## src/rtl/pipe_pkg.sv

```systemverilog
// Shared pipeline-register definitions: control-word packing used by ID/EX, EX/MEM and MEM/WB.
// No logic; constants and a control-word struct only.
package pipe_pkg;

    localparam int CTRL_W = 8;

    localparam int CTRL_REG_WRITE  = 7;
    localparam int CTRL_MEM_TO_REG = 6;
    localparam int CTRL_MEM_READ   = 5;
    localparam int CTRL_MEM_WRITE  = 4;
    localparam int CTRL_REG_DST    = 3;
    localparam int CTRL_ALU_SRC    = 2;
    localparam int CTRL_ALU_OP_HI  = 1;
    localparam int CTRL_ALU_OP_LO  = 0;

    typedef struct packed {
        logic       reg_write;
        logic       mem_to_reg;
        logic       mem_read;
        logic       mem_write;
        logic       reg_dst;
        logic       alu_src;
        logic [1:0] alu_op;
    } ctrl_t;

endpackage

```

## src/rtl/load_use_detect.sv

```systemverilog
// Load-use hazard detect: EX holds a load whose destination is a source of the ID instruction.
// Latency: purely combinational.
// Backpressure: produces the stall itself; a flush in the same cycle masks it.
module load_use_detect (
    input  logic       ex_valid,
    input  logic       ex_mem_read,
    input  logic [4:0] ex_write_addr,
    input  logic [4:0] id_rs_addr,
    input  logic [4:0] id_rt_addr,
    input  logic       id_uses_rt,
    input  logic       flush,
    output logic       stall
);

    logic rs_match;
    logic rt_match;

    assign rs_match = (ex_write_addr == id_rs_addr);
    assign rt_match = id_uses_rt && (ex_write_addr == id_rt_addr);

    // $0 is hardwired, so a load targeting it never produces a value worth waiting for.
    assign stall = !flush && ex_valid && ex_mem_read && (ex_write_addr != 5'd0)
                   && (rs_match || rt_match);

endmodule

```

## src/rtl/id_ex_stage.sv

```systemverilog
// ID/EX pipeline register with load-use bubble insertion, branch flush and saturating bubble counter.
// Latency: one cycle from id_* to ex_*; a load-use hazard costs exactly one bubble.
// Backpressure: hold_i freezes every register; hazard_stall_o freezes PC and IF/ID upstream.
module id_ex_stage
    import pipe_pkg::*;
#(
    parameter int DATA_W = 32,
    parameter int CNT_W  = 16
) (
    input  logic              clk_i,
    input  logic              rst_i,
    input  logic              hold_i,
    input  logic              flush_i,
    input  logic [DATA_W-1:0] id_pc_i,
    input  logic [DATA_W-1:0] id_rs_data_i,
    input  logic [DATA_W-1:0] id_rt_data_i,
    input  logic [DATA_W-1:0] id_imm_i,
    input  logic [4:0]        id_rs_addr_i,
    input  logic [4:0]        id_rt_addr_i,
    input  logic [4:0]        id_rd_addr_i,
    input  logic              id_uses_rt_i,
    input  logic [CTRL_W-1:0] id_ctrl_i,
    output logic [DATA_W-1:0] ex_pc_o,
    output logic [DATA_W-1:0] ex_rs_data_o,
    output logic [DATA_W-1:0] ex_rt_data_o,
    output logic [DATA_W-1:0] ex_imm_o,
    output logic [4:0]        ex_rs_addr_o,
    output logic [4:0]        ex_rt_addr_o,
    output logic [4:0]        ex_write_addr_o,
    output logic [CTRL_W-1:0] ex_ctrl_o,
    output logic              ex_valid_o,
    output logic              hazard_stall_o,
    output logic [CNT_W-1:0]  bubble_cnt_o
);

    logic [4:0] id_write_addr;

    assign id_write_addr = id_ctrl_i[CTRL_REG_DST] ? id_rd_addr_i : id_rt_addr_i;

    load_use_detect u_load_use_detect (
        .ex_valid      (ex_valid_o),
        .ex_mem_read   (ex_ctrl_o[CTRL_MEM_READ]),
        .ex_write_addr (ex_write_addr_o),
        .id_rs_addr    (id_rs_addr_i),
        .id_rt_addr    (id_rt_addr_i),
        .id_uses_rt    (id_uses_rt_i),
        .flush         (flush_i),
        .stall         (hazard_stall_o)
    );

    always_ff @(posedge clk_i) begin
        if (rst_i) begin
            ex_pc_o         <= '0;
            ex_rs_data_o    <= '0;
            ex_rt_data_o    <= '0;
            ex_imm_o        <= '0;
            ex_rs_addr_o    <= '0;
            ex_rt_addr_o    <= '0;
            ex_write_addr_o <= '0;
            ex_ctrl_o       <= '0;
            ex_valid_o      <= 1'b0;
            bubble_cnt_o    <= '0;
        end else if (!hold_i) begin
            // Data fields load unconditionally; in a bubble they are simply ignored downstream.
            ex_pc_o      <= id_pc_i;
            ex_rs_data_o <= id_rs_data_i;
            ex_rt_data_o <= id_rt_data_i;
            ex_imm_o     <= id_imm_i;
            if (flush_i || hazard_stall_o) begin
                // Zeroed addresses keep the forwarding unit from matching on a bubble.
                ex_rs_addr_o    <= '0;
                ex_rt_addr_o    <= '0;
                ex_write_addr_o <= '0;
                ex_ctrl_o       <= '0;
                ex_valid_o      <= 1'b0;
                // hazard_stall_o is already masked by flush, so only load-use bubbles count.
                if (hazard_stall_o && (bubble_cnt_o != {CNT_W{1'b1}})) begin
                    bubble_cnt_o <= bubble_cnt_o + CNT_W'(1);
                end
            end else begin
                ex_rs_addr_o    <= id_rs_addr_i;
                ex_rt_addr_o    <= id_rt_addr_i;
                ex_write_addr_o <= id_write_addr;
                ex_ctrl_o       <= id_ctrl_i;
                ex_valid_o      <= 1'b1;
            end
        end
    end

endmodule
```

## config.mk

```make
export PLATFORM = sky130hd
export DESIGN_NAME = id_ex_stage
export DESIGN_NICKNAME = d
export VERILOG_FILES = /design/src/rtl/pipe_pkg.sv /design/src/rtl/load_use_detect.sv /design/src/rtl/id_ex_stage.sv
export SDC_FILE = /design/constraint.sdc
export NUM_CORES = 1
export LEC_CHECK = 0
export BUFFER_PORTS_ARGS = -buffer_cell sky130_fd_sc_hd__buf_4
export CORE_AREA = 2 2 126 128
export DETAILED_ROUTE_END_ITERATION = 8
export DIE_AREA = 0 0 128 130
export HOLD_SLACK_MARGIN = 0.03
export PLACE_DENSITY = 0.76
export SKIP_CTS_REPAIR_TIMING = 1
export SYNTH_ARGS = -nofsm -noshare
export SYNTH_HDL_FRONTEND = slang
export SYNTH_SLANG_ARGS = --single-unit
```

## constraint.sdc

```tcl
create_clock -name clk_i -period 2.1 [get_ports clk_i]
set_input_delay 0.21 -clock clk_i [delete_from_list [all_inputs] [get_ports clk_i]]
set_output_delay 0.21 -clock clk_i [all_outputs]
set_load 0.02 [all_outputs]
```

==> impl_metrics.tcl, run 1 <==
set metrics [dict create \
    mappedNetlistNets 772 \
    synthesis.area_per_instance_um2 10.3 \
    kind_of_path_behind_the_tightest_hold_check "input port to flip-flop" \
    max_freq_mhz 475 \
    setup_ws_ns -0.00603 \
    finalClockSkew_ns 0.00749 \
    clk_path_buf_depth 2 \
    run_status "finished, violations left" \
    worst_skew_pair.late_latency_ns 0.42 \
    route.detailed.drc 0 \
    grtUsageTotal_pct 20.1 \
    finalSetupViolations 1 \
    max-cap-violations 0 \
    grt_use_met2_pct 35.1 \
    power_density_mw_per_mm2 764 \
    layout-drive-gt1-share_pct 38.9 \
    met1_usage_pct 22.5 \
    timing.setup.critical_path_class "flip-flop to output port" \
    multi_input_comb_area_mm2 0.00277 \
    netlist-cell-type-count 37 \
    nFillCells 1279 \
    yosys.cell_count.top_type "dfxtp_1" \
    fin_worst_hold_slack_ns 0.0175 \
    critical-path-max-stage-delay_ns 0.55 \
    routedWlPerCell_um 15.4 \
    synth_commonest_cells "dfxtp_1 (168), nor2_1 (145), mux2i_1 (134)" \
    first_pass_grt_wire_length_mm 26.4 \
    port-buffer-count 324 \
    final_nets 1133 \
    finalPower_uw 7630 \
    finalWirelength_mm 18.2 \
    antenna_cells_inserted 0 \
    num_rows 46 \
    met3_track_demand_over_resource_in_global_routing_pct 7.01 \
    maximum_number_of_pins_on_one_net_before_global_route_repair 78 \
    area_growth_from_synthesis_to_final_layout_pct 57.7 \
    area.sequential_mm2 0.00337 \
    timing.critical_path.arrival_ns 1.90 \
    route.vias.total 5731 \
    cp_data_required_time_ns 1.89 \
    crit_path_start_kind "flip-flop" \
    postRouteAntennaNets 0 \
    ys_top_cells_by_area "dfxtp_1 (53%), mux2i_1 (21%), nor2_1 (8.6%)" \
    slew-limit-headroom_pct 53.9 \
    drv_slew 0 \
    die-area_mm2 0.0166 \
    globalRoute.totalOverflow 0 \
    static-leakage-power_uw 0.00487 \
    fp.dieH_um 130 \
    grt-busiest-layer "met2" \
    drt_pass1_iterations 4 \
    most_used_cell_cp "buf_4" \
    yosysWarnings 0 \
    via_count_of_the_first_global_routing_pass 5340 \
    path_cells "or4_4 -> o2111ai_2 -> buf_4 -> nor2_1 -> buf_4" \
    endpoint_kind "output port" \
    finalWeightedCongestion 0.814 \
    placed_area_mm2 0.00894 \
    worstMarginPinSlew_ns 0.692 \
    die_width_um 128 \
    numCtsBuffers 17 \
    initial_core_utilization_pct 41.0 \
    fin_area_mm2 0.00998 \
    period_needed_ns 2.11 \
    ys_ff_latch 168 \
    max-vdd-ir-drop_uv 478 \
    clockRootBuffer "clkbuf_16" \
    synth_enable_flop_cells 0 \
    synth-main-ff-cell "dfxtp_1" \
    synth_sequential_area_ratio_pct 53.1 \
    slowest_stage "or4_4" \
    tritoncts "built" \
    finalHoldViolCount 0 \
    drt-vias-per-instance 4.86 \
    critical_path.max_fanout 5 \
    finalCritPeriodShare_pct 100 \
    grt_setup_unrepaired "true" \
    dr.first_iter.drc_count 220 \
    place.detailed.hpwl_mm 12.6 \
    synth.top_cell.area_share_pct 53.1 \
    path_clk_slew_ns 0.07 \
    antenna_found_initial 0 \
    clock_sink_count 168 \
    netlist_instances 615 \
    io_pins 325 \
    postSynth.asyncResetShare_pct 0 \
    post_synth_instance_area_mm2 0.00633 \
    synth.largest_area_cell "dfxtp_1" \
    failed_checks "negative setup slack" \
    worst-path-buf-inv 2 \
    design.core.area_mm2 0.0154 \
    clock_tree.htree_level_count 4 \
    critical_path.top_delay_family "simple AND/OR/NAND/NOR gates" \
]
==> worst min-delay path, cell delays in order <==
cell and delay [ns]:
buf_4 0.08, mux2i_1 0.05, nor2_1 0.07
==> cells in the final DEF (no fill, tap or decap), types with 2 or more instances in the layout <==
master           n
a22o_1          18
or3_1            3
a21oi_1          7
buf_4          334
or4_1            4
mux2_2           5
nor2_1         145
mux2_1           3
nor4_1           3
nand2b_1         2
nand3_1          7
nand4_1          7
nand2_1         11
mux2i_1        134
or2_2            2
o2111ai_1        3
dfxtp_1        165
o21ai_0          8
inv_6            4
dlygate4sd3_1   47
inv_1            4
clkbuf_16       17
nor3_1           7
o31ai_1          4
buf_12           2
dfxtp_2          3
xor2_1           9
clkinvlp_4       5
nor2b_1          8
==> logic make-up after synthesis <==
kind of cell	share of synthesized area, %
adders and majority gates	0.198
muxes	22.6
AOI/OAI and AO/OA	5.69
DFF	53.1
and+or+nand+nor	13.8
xor gates and xnor gates	1.38
buffers and inverters	3.18
==> per-stage QoR <==
step | TNS, ns | cells | utilization (%) | setup slack, ns
2_1_floorplan | 0 | 615 | - | 0.0613
3_3_place_gp | 0 | 1102 | 58.0 | 0.0835
3_5_place_dp | 0 | 1102 | 58.0 | 0.0758
4_1_cts | -0.0830 | 1133 | 61.6 | -0.0830
5_1_grt | -0.165 | 1180 | 64.7 | -0.125
6_report | -0.00603 | 1180 | 64.7 | -0.00603
==> state kept, by name, summed over array words and instances (netlist names), 8 cells and up <==
signal and flops:
ex_rt_data_o 32, ex_imm_o 32, ex_pc_o 32, bubble_cnt_o 16, ex_rs_data_o 32, ex_ctrl_o 8
==> layout make-up <==
class,count,share of cell area (%)
Sequential cell,168,33.7
Clock inverter,12,1.17
Multi-Input combinational cell,401,27.7
Timing Repair Buffer,384,30.4
Tap cell,192,2.41
Clock buffer,19,4.44
Inverter,4,0.150
==> report_power, final <==
| part | leakage, uW | total [uW] | switching (uW) | internal (uW) |
|---|---|---|---|---|
| clock | 0.000259 | 2980 | 1310 | 1670 |
| combinational | 0.00323 | 1200 | 579 | 624 |
| sequential | 0.00138 | 3440 | 91.7 | 3350 |
==> per-layer routing <==
metal  share of wire (%)  wire length, um  vias up
met4                 1.9              345        0
li1                    -                -     2826
met3                 7.8             1430       23
met2                  51             9210      225
met5                   0                0        -
met1                  40             7190     2657
==> worst paths after layout <==
check                startpoint               to  slack [ns]  cells past startpoint
max          ex_write_addr_o[0]   hazard_stall_o      -0.006                      5
min             id_rt_data_i[3]  ex_rt_data_o[3]        0.02                      3
max reg2reg  ex_write_addr_o[0]  bubble_cnt_o[4]        0.14                      5
min reg2reg        ex_ctrl_o[6]     ex_ctrl_o[6]        0.48                      1
No activity file was read; power rests on OpenSTA's default activity.
==> inputs of run 2 (changes only) <==
- BUFFER_PORTS_ARGS: -buffer_cell sky130_fd_sc_hd__buf_4 -> -buffer_cell sky130_fd_sc_hd__buf_2
==> impl_metrics.tcl, run 2 (synthesis results as in run 1) <==
set metrics [dict create \
    run_status "completed" \
    timing.hold.worst_path_depth 3 \
    place.detailed.hpwl_mm 12.4 \
    max_freq_mhz 480 \
    timing.critical_path.from "ex_write_addr_o[0]" \
    clockRootBuffer "clkbuf_16" \
    slew-limit-headroom_pct 55.2 \
    globalRoute.totalOverflow 0 \
    clk_path_buf_depth 2 \
    r2r-start "ex_write_addr_o[0]" \
    drt-vias-per-instance 4.84 \
    num_rows 46 \
    switching_share_pct 25.9 \
    numCtsBuffers 17 \
    p_switching_uw 1920 \
    finalHoldViolCount 0 \
    static-leakage-power_uw 0.00468 \
    path_cells "or4_4 -> o2111ai_2 -> buf_6 -> nor2_2 -> buf_4" \
    grtUsageTotal_pct 19.2 \
    timing.critical_path.arrival_ns 1.87 \
    final_cell_mix "buf_2 (321), dfxtp_1 (167), nor2_1 (144)" \
    power.combinational.fraction_pct 13.6 \
    critPathCapture "hazard_stall_o" \
    kind_of_path_behind_the_tightest_hold_check "input port to flip-flop" \
    final_nets 1121 \
    path_clk_slew_ns 0.07 \
    fin_area_mm2 0.00904 \
    finalWeightedCongestion 0.821 \
    antenna_cells_inserted 0 \
    placed_area_mm2 0.00814 \
    critical-path-max-stage-delay_ns 0.55 \
    via_count_of_the_first_global_routing_pass 5193 \
    first_pass_grt_wire_length_mm 25.3 \
    setup.reg_to_reg.worst_slack_ns 0.06 \
    postRouteAntennaNets 0 \
    drv_slew 0 \
    cp_data_required_time_ns 1.89 \
    fp.dieH_um 130 \
    area_growth_from_synthesis_to_final_layout_pct 42.8 \
    antenna_found_initial 0 \
    tritoncts "built" \
    worst_skew_pair.late_latency_ns 0.41 \
    clock_tree.htree_level_count 4 \
    design.core.area_mm2 0.0154 \
    max-vdd-ir-drop_uv 508 \
    period_needed_ns 2.08 \
    sequential_group_share_of_total_power_pct 46.4 \
    power_density_mw_per_mm2 820 \
    finish.utilization_pct 58.6 \
    p_int_uw 5490 \
    max-cap-violations 0 \
    power.clock.fraction_pct 40.1 \
    routedWlPerCell_um 14.8 \
    die-area_mm2 0.0166 \
    drt_pass1_iterations 7 \
    endpoint_kind "output port" \
    worstMarginPinSlew_ns 0.673 \
    timing.setup.critical_path_class "flip-flop to output port" \
    finalSetupViolations 0 \
    initial_core_utilization_pct 41.0 \
    layout-drive-gt1-share_pct 39.6 \
    dr.first_iter.drc_count 285 \
    critical_path.max_fanout 5 \
    r2r-end "ex_ctrl_o[7]" \
    slowest_stage "or4_4" \
    final_common_cell "buf_2" \
    finalCritPeriodShare_pct 99.3 \
    finalWirelength_mm 17.4 \
    crit_path_start_kind "flip-flop" \
    io_pins 325 \
    maximum_number_of_pins_on_one_net_before_global_route_repair 69 \
    die_width_um 128 \
    worstRegToRegCells 6 \
    clock_sink_count 168 \
    finalClockSkew_ns 0.00586 \
    grt_setup_unrepaired "true" \
    route.vias.total 5658 \
    route.detailed.drc 0 \
    port-buffer-count 324 \
]
==> run 2: cell types whose count changed in the layout (fill, tap and decap cells not counted), moves of 2 or more <==
cell and change:
clkinvlp_4 -4, buf_4 -317, buf_2 +321, dfxtp_2 -2, buf_6 +2, dfxtp_1 +2
clkinv_2 +3, clkbuf_1 +2, dlygate4sd3_1 -17
==> run 2: final cells by class <==
cell class / instances / area, um2
Clock buffer: 22 / 464
Clock inverter: 10 / 92.6
Multi-Input combinational cell: 401 / 2770
Tap cell: 192 / 240
Fill cell: 1338 / 6390
Inverter: 4 / 15.0
Sequential cell: 168 / 3360
Timing Repair Buffer: 372 / 2090
==> run 2: power by group through the flow <==
stage | Combinational [uW] | Sequential [uW] | Clock [uW]
floorplan | 369 | 3700 | 0
global placement | 943 | 3500 | 0
detailed placement | 960 | 3500 | 0
CTS | 961 | 3440 | 3040
global route | 1090 | 3450 | 3170
finish | 1010 | 3440 | 2970
==> run 2: worst min-delay path by stage <==
| stage | from | endpoint | slack [ns] |
|---|---|---|---|
| after floorplan | id_ctrl_i[5] | ex_ctrl_o[5] | 0.34 |
| after global placement | id_ctrl_i[5] | ex_ctrl_o[5] | 0.43 |
| after detailed placement | id_ctrl_i[0] | ex_ctrl_o[0] | 0.43 |
| after CTS | id_ctrl_i[0] | ex_ctrl_o[0] | -0.006 |
| after global routing | id_imm_i[13] | ex_imm_o[13] | 0.03 |
| final | id_imm_i[21] | ex_imm_o[21] | 0.02 |
==> run 2: per-layer routing <==
layer	global-route usage [%]	vias to the layer above	part of all wire [%]
met5	0	-	0
li1	-	2805	-
met2	34.3	218	52
met3	6.56	14	7.5
met1	21.4	2621	39
met4	6.59	0	1.3
==> run 2: metrics by stage <==
stage	hold slack, ns	total power [uW]	setup TNS, ns	instances	setup slack [ns]
2_1_floorplan	0.343	4070	0	615	0.0613
3_3_place_gp	0.427	4440	0	1104	0.0724
3_5_place_dp	0.433	4460	0	1104	0.0297
4_1_cts	-0.00622	7440	-0.0912	1136	-0.0912
5_1_grt	0.0302	7720	-0.107	1169	-0.0548
6_report	0.0224	7410	0	1169	0.0153
==> run 2: worst max-delay path, delay by kind of cell, from the launching register on <==
| family | cells | cell delay, ns |
|---|---|---|
| DFF | 1 | 0.35 |
| and+or+nand+nor | 2 | 0.58 |
| AOI/OAI and AO/OA | 1 | 0.22 |
| buffers and inverters | 2 | 0.31 |
==> inputs of run 3 (changes only) <==
- PLACE_DENSITY: 0.76 -> 0.79
- RECOVER_POWER: unset -> 50
==> impl_metrics.tcl, run 3 (synthesis results as in run 1) <==
set metrics [dict create \
    finalWeightedCongestion 0.786 \
    static-leakage-power_uw 0.00462 \
    clock_tree.htree_level_count 4 \
    worst_skew_pair.late_latency_ns 0.42 \
    grtUsageTotal_pct 19.7 \
    finalSetupViolations 0 \
    clk_path_buf_depth 2 \
    drt-vias-per-instance 4.87 \
    globalRoute.totalOverflow 0 \
    endpoint_kind "flip-flop" \
    r2r-start "ex_write_addr_o[0]" \
    worstMarginPinSlew_ns 1.19 \
    antenna_found_initial 0 \
    io_pins 325 \
    final_nets 1130 \
    timing.setup.critical_path_class "flip-flop to flip-flop" \
    grt-busiest-layer "met2" \
    route.detailed.drc 0 \
    die_width_um 128 \
    fp.dieH_um 130 \
    kind_of_path_behind_the_tightest_hold_check "input port to flip-flop" \
    path_clk_slew_ns 0.07 \
    tritoncts "built" \
    design.core.area_mm2 0.0154 \
    finalNonFillerCells 1177 \
    run_status "completed" \
    drt_pass1_iterations 4 \
    area_growth_from_synthesis_to_final_layout_pct 45.8 \
    max-cap-violations 0 \
    first_pass_grt_wire_length_mm 25.8 \
    critical_path.max_fanout 8 \
    antenna_cells_inserted 0 \
    final_common_cell "buf_2" \
    num_rows 46 \
    port-buffer-count 324 \
    clock_sink_count 168 \
    power_density_mw_per_mm2 821 \
    met1_usage_pct 21.8 \
    slew-limit-headroom_pct 20.7 \
    max_freq_mhz 490 \
    cp_data_required_time_ns 2.44 \
    numPlacedInstances 1100 \
    finalClockSkew_ns 0.00361 \
    place.detailed.hpwl_mm 12.5 \
    timing.critical_path.from "ex_write_addr_o[0]" \
    initial_core_utilization_pct 41.0 \
    finalSetupTns_ns 0 \
    grt_setup_unrepaired "true" \
    final_cell_mix "buf_2 (285), dfxtp_1 (164), nor2_1 (144)" \
    finalCritPeriodShare_pct 97.2 \
    finalWirelength_mm 18.0 \
    layout-drive-gt1-share_pct 37.1 \
    placed_area_mm2 0.00816 \
    dr.first_iter.drc_count 173 \
    via_count_of_the_first_global_routing_pass 5329 \
    clockRootBuffer "clkbuf_16" \
    routedWlPerCell_um 15.3 \
    timing.critical_path.arrival_ns 2.38 \
    finalHoldViolCount 0 \
    route.vias.total 5731 \
    met3_track_demand_over_resource_in_global_routing_pct 6.72 \
    fin_area_mm2 0.00923 \
    holdCritStartpoint "id_imm_i[30]" \
    period_needed_ns 2.04 \
    numCtsBuffers 17 \
    grt_use_met2_pct 34.6 \
    drv_slew 0 \
    crit_path_start_kind "flip-flop" \
    maximum_number_of_pins_on_one_net_before_global_route_repair 89 \
    die-area_mm2 0.0166 \
    postRouteAntennaNets 0 \
    max-vdd-ir-drop_uv 489 \
]
## run 3: cell count changes in the layout (fill, tap and decap cells not counted), sizes merged
cell	previous run	this run
clkinv	5	4
dlygate4sd3	30	35
buf	342	305
bufinv	1	2
clkbuf	22	59
clkinvlp	1	4
## run 3: cell type report
cell class / instances / area, um2
inverter: 4 / 15.0
clock inverter: 13 / 146
clock buffer: 18 / 439
multi-input combinational: 401 / 2840
sequential: 168 / 3370
fill: 1323 / 6200
tap: 192 / 240
timing repair buffer: 381 / 2180
## run 3: final timing paths
check	end	slack [ns]	cells past startpoint
min	ex_imm_o[30]	0.01	3
max	bubble_cnt_o[14]	0.06	7
max reg2reg	bubble_cnt_o[14]	0.06	7
min reg2reg	ex_rt_addr_o[0]	0.48	1
## run 3: per-layer routing
metal | part of all wire, % | wire [um]
met3 | 7.6 | 1360
met2 | 50 | 9010
met5 | 0 | 0
met4 | 2.4 | 425
met1 | 40 | 7180
## run 3: report_power, final
group | internal (uW) | switching (uW)
logic | 451 | 583
registers | 3350 | 86.2
clock network | 1790 | 1310
## run 3: critical path, cell delays in order, from the launching register on
cell and delay (ns):
dfxtp_4 0.35, xor2_1 0.17, nor4_2 0.27, a32oi_2 0.19, buf_12 0.18, buf_4 0.15, or4_1 0.50, a21oi_1 0.16
## run 3: per-stage QoR
stage	power (uW)	hold slack (ns)	setup WS [ns]	util, %
2_1_floorplan	4070	0.343	0.0613	-
4_1_cts	7600	-0.0168	-0.110	56.7
3_5_place_dp	4470	0.434	0.104	52.9
3_3_place_gp	4450	0.432	0.147	52.9
5_1_grt	7880	0.0306	-0.0686	59.8
6_report	7570	0.0143	0.0582	59.8
